### src/rtl/complex_delay_line.sv
// Complex-sample delay line: DEPTH stages of (re, im, valid) with a runtime output tap,
// stall enable and optional saturating conjugation applied when a sample is captured.
module complex_delay_line #(
    parameter int unsigned DATA_WIDTH = 8,
    parameter int unsigned DEPTH      = 4,
    parameter int unsigned SEL_WIDTH  = $clog2(DEPTH + 1)
) (
    input  logic                  clk,
    input  logic                  clrh,
    input  logic                  enh,
    input  logic                  conjh_i,
    input  logic                  valid_i,
    input  logic [SEL_WIDTH-1:0]  delay_i,
    input  logic [DATA_WIDTH-1:0] dataRe_i,
    input  logic [DATA_WIDTH-1:0] dataIm_i,
    output logic [DATA_WIDTH-1:0] dataRe_o,
    output logic [DATA_WIDTH-1:0] dataIm_o,
    output logic                  valid_o,
    output logic                  primed_o
);

    localparam logic [DATA_WIDTH-1:0] MIN_VAL   = {1'b1, {(DATA_WIDTH-1){1'b0}}};
    localparam logic [DATA_WIDTH-1:0] MAX_VAL   = {1'b0, {(DATA_WIDTH-1){1'b1}}};
    localparam logic [SEL_WIDTH-1:0]  DEPTH_SEL = SEL_WIDTH'(DEPTH);

    logic [DATA_WIDTH-1:0] r_stage_re [DEPTH];
    logic [DATA_WIDTH-1:0] r_stage_im [DEPTH];
    logic [DEPTH-1:0]      r_stage_v;
    logic [SEL_WIDTH-1:0]  r_fill;

    logic [DATA_WIDTH-1:0] w_neg_im;
    logic [DATA_WIDTH-1:0] w_cap_im;
    logic [SEL_WIDTH-1:0]  w_sel;

    // Negating the most negative value would wrap; clamp it to the most positive instead.
    assign w_neg_im = (dataIm_i == MIN_VAL) ? MAX_VAL : -dataIm_i;
    assign w_cap_im = conjh_i ? w_neg_im : dataIm_i;

    always_ff @(posedge clk) begin
        if (clrh) begin
            for (int k = 0; k < DEPTH; k++) begin
                r_stage_re[k] <= '0;
                r_stage_im[k] <= '0;
            end
            r_stage_v <= '0;
            r_fill    <= '0;
        end else if (enh) begin
            r_stage_re[0] <= dataRe_i;
            r_stage_im[0] <= w_cap_im;
            r_stage_v[0]  <= valid_i;
            for (int k = 1; k < DEPTH; k++) begin
                r_stage_re[k] <= r_stage_re[k-1];
                r_stage_im[k] <= r_stage_im[k-1];
                r_stage_v[k]  <= r_stage_v[k-1];
            end
            if (r_fill != DEPTH_SEL) begin
                r_fill <= r_fill + SEL_WIDTH'(1);
            end
        end
    end

    always_comb begin
        w_sel = delay_i;
        if (delay_i == '0) begin
            w_sel = SEL_WIDTH'(1);
        end else if (delay_i > DEPTH_SEL) begin
            w_sel = DEPTH_SEL;
        end
    end

    // w_sel is always in 1..DEPTH, so exactly one stage matches.
    always_comb begin
        dataRe_o = '0;
        dataIm_o = '0;
        valid_o  = 1'b0;
        for (int k = 0; k < DEPTH; k++) begin
            if (w_sel == SEL_WIDTH'(k + 1)) begin
                dataRe_o = r_stage_re[k];
                dataIm_o = r_stage_im[k];
                valid_o  = r_stage_v[k];
            end
        end
    end

    assign primed_o = (r_fill >= w_sel);

endmodule

### config.mk
export PLATFORM = sky130hd
export DESIGN_NAME = complex_delay_line
export DESIGN_NICKNAME = d
export VERILOG_FILES = /design/src/rtl/complex_delay_line.sv
export SDC_FILE = /design/constraint.sdc
export NUM_CORES = 1
export LEC_CHECK = 0
export ABC_AREA = 1
export BUFFER_PORTS_ARGS = -buffer_cell sky130_fd_sc_hd__buf_2
export CAP_MARGIN = 20
export CORE_ASPECT_RATIO = 0.75
export CORE_MARGIN = 3
export CORE_UTILIZATION = 40
export CTS_BUF_LIST = sky130_fd_sc_hd__clkbuf_8 sky130_fd_sc_hd__clkbuf_16
export DETAILED_ROUTE_END_ITERATION = 7
export GPL_TIMING_DRIVEN = 0
export HOLD_SLACK_MARGIN = 0.12
export PLACE_DENSITY_LB_ADDON = 0.1
export REMOVE_ABC_BUFFERS = 1
export SYNTH_ARGS = -nofsm -noshare
export SYNTH_HDL_FRONTEND = slang
export SYNTH_SLANG_ARGS = --single-unit
### constraint.sdc
create_clock -name clk -period 1.9 [get_ports clk]
set_input_delay 0.19 -clock clk [delete_from_list [all_inputs] [get_ports clk]]
set_output_delay 0.19 -clock clk [all_outputs]
set_load 0.02 [all_outputs]
==> summary.txt <==
Status
  • Status: completed

Timing
  • Worst hold margin: 0.158 ns
  • Final setup violation count: 0
  • Max transition margin: 41.9%
  • Skew final: 0.00301 ns
  • Sum of negative setup slack: 0 ns
  • Period Utilization, post-route: 91.8%
  • Post-route setup slack: 0.156 ns
  • Final slew viol count: 0
  • Fin crit period: 1.74 ns
  • Worst Max-Slew Pin Slew: 0.869 ns
  • Final hold vios: 0
  • RSZ-0062 raised after global routing: false
  • Max Freq: 0.573 GHz

Worst hold path
  • WHS Path Cells: 3
  • Class of the worst hold path: in -> reg

Synth
  • Ys Warns: 0
  • Gate Count Post-Synth: 383
  • EDFF count, synth: 64
  • Mean post-synth cell area: 9.01 um^2
  • Synth async-reset ratio: 0%
  • Cell area after synthesis: 3450 um^2
  • Ys flop type: edfxtp_1
  • Synth unique cells: 26
  • Register area share after synthesis: 59.7%
  • Seq cells post-synth: 71

Clock network
  • CTS max path bufs: 2
  • Clk pin slew, worst setup/hold paths: 0.06 ns
  • CTS tree: yes
  • Root Buffer: clkbuf_16
  • Clock insertion delay at the later pin of the skew report: 0.32 ns
  • H-tree depth reported by CTS: 3
  • Clock sink count: 71
  • Number of buffers created by CTS: 9

Route
  • Vias/cell: 4.61
  • Initial drt markers: 113
  • Drt wl/cell: 12.6 um
  • Drt drc: 0
  • Routed Antenna Nets: 0
  • First-pass detailed-route iteration total: 5
  • Routed WL: 6.74 mm
  • Via Count: 2472

Pwr
  • Power density cells: 939 nW/um^2
  • Leakage: 1.82 nW
  • Max VDD drop: 0.567 mV

Critical path
  • Worst Path Required: 1.71 ns
  • CP Capture Type: primary output
  • CP max FO: 4
  • Cell mode on critical path: nand2_1
  • Max stage delay on crit path: 0.33 ns
  • Critical Path AT: 1.55 ns
  • Crit path kind: reg -> out
  • CP Launch Type: flip-flop
  • R2R cell count: 6
  • Critical-path cell list: inv_1 -> ha_1 -> o22ai_1 -> o21ai_0 -> nand2_1 -> nand2_1 -> buf_2
  • Slowest stage cell, crit path: dfxtp_1

Floorplan
  • Die height: 86.5 um
  • Initial core utilization: 42.5%
  • Row count: 28
  • Full die area: 9790 um^2
  • Die Wd: 113 um
  • Top Ports: 42
  • CORE AREA: 8130 um^2

Place
  • IO buf count: 41
  • GPL Wtd Cong: 0.734
  • Dpl cells: 517
  • DP Wirelength: 4.08 mm
  • Pre-CTS setup slack: -0.0731 ns

Cells and area
  • Synth-to-Final Area Change: 17.7%
  • Share of layout cells above drive strength 1: 15.5%
  • Final-layout fill cell count: 793
  • Final non-filler cell total: 536
  • Layout Nets: 455
  • Ant. Diodes: 0
  • Finished Core Util: 50.0%

Run
  • Max-capacitance violation count: 0

Global routing
  • Largest net degree at the start of global routing: 68
  • First-pass GRT wire length: 11.2 mm
  • Gr ovfl total: 0
  • Initial antenna violation count: 0
  • Tot GR Track Use: 14.9%
  • Vias in the first global route: 2366
## layout make-up
class | instances | area [um^2] | share of cell area (%)
Timing Repair Buffer | 45 | 265 | 6.53
Inverter | 78 | 295 | 7.27
Sequential cell | 71 | 2060 | 50.8
Clock inverter | 7 | 53.8 | 1.32
Multi-Input combinational cell | 221 | 1030 | 25.3
Tap cell | 105 | 131 | 3.23
Clock buffer | 9 | 225 | 5.55
## sequential cells by signal, indices dropped and copies added (netlist names)
name	flops
r_stage_v	4
r_stage_im	32
r_stage_re	32
r_fill	3
## cells by family after synthesis
group,Yosys count,synth area share [%]
buffers and inverters,91,10.7
adder cells (fa/ha/maj),5,1.81
XOR/XNOR,1,0.254
flip-flops,71,59.7
AND/OR/NAND/NOR,195,24.1
AO/OA/AOI/OAI,20,3.41
## what timing repair did
action	CTS	global route
hold endpoints to repair	1	0
hold buffers	1	0
setup buffers	2	0
endpoints found under the setup margin	18	0
resized for setup	1	0
## final timing paths
path                             start                             end  slack, ns
min reg2reg  r_stage_v[1]$_SDFFE_PP0P_       r_stage_v[2]$_SDFFE_PP0P_       0.49
min                        dataRe_i[4]  r_stage_re[0][4]$_SDFFCE_PN0P_       0.16
max             r_fill[0]$_SDFFE_PP0P_                        primed_o       0.16
max reg2reg     r_fill[0]$_SDFFE_PP0P_          r_fill[1]$_SDFFE_PP0P_       0.78
## worst max-delay path, delay by kind of cell, from the launching register on
kind,cells,cell delay (ns)
simple gates,2,0.12
fa+ha+maj,1,0.29
compound gates,2,0.26
buf+inv,2,0.24
flops,1,0.33
## power breakdown
group | total (W) | internal, W | switching, W
sequential | 0.00186 | 0.00181 | 0.0000443
clock | 0.00157 | 0.000989 | 0.000584
combinational | 0.000384 | 0.000127 | 0.000256
total | 0.00381 | 0.00293 | 0.000884
## cells in the mapped netlist, types with 2 or more instances
master | n | area, um^2
a21oi_1 | 10 | 50.1
buf_2 | 5 | 25.0
buf_4 | 3 | 22.5
clkbuf_1 | 3 | 11.3
dfxtp_1 | 7 | 140
edfxtp_1 | 64 | 1920
ha_1 | 5 | 62.6
inv_1 | 73 | 274
inv_2 | 4 | 15.0
nand2_1 | 90 | 338
nand3_1 | 7 | 35.0
nand4_1 | 20 | 125
nor2_1 | 72 | 270
nor2_4 | 2 | 22.5
o21ai_0 | 5 | 25.0
o22ai_1 | 3 | 18.8
## per-stage QoR
stage	power, W	instance area, um^2
after floorplan	0.00212	3380
after global placement	0.00226	3710
after detailed placement	0.00227	3740
after CTS	0.00386	4060
after global routing	0.00399	4060
final	0.00381	4060
## layout by cell type, fill, tap and decap left out, types with 3 or more instances in the layout
cell,count
nand4_1,20
edfxtp_1,64
o21ai_0,5
inv_1,78
ha_1,5
nand3_1,7
nand2_1,89
clkbuf_16,9
a21oi_1,10
o22ai_1,3
nor2_1,72
inv_2,4
buf_2,40
dfxtp_1,7
## metal layers
layer	share of wire, %	GRT usage [%]	up-vias
met5	0	0	-
met4	1.3	4.91	0
met3	4.6	5.30	8
met2	44	23.3	41
met1	50	19.5	1122
li1	-	-	1301
Power figures use the tool's default switching activity.
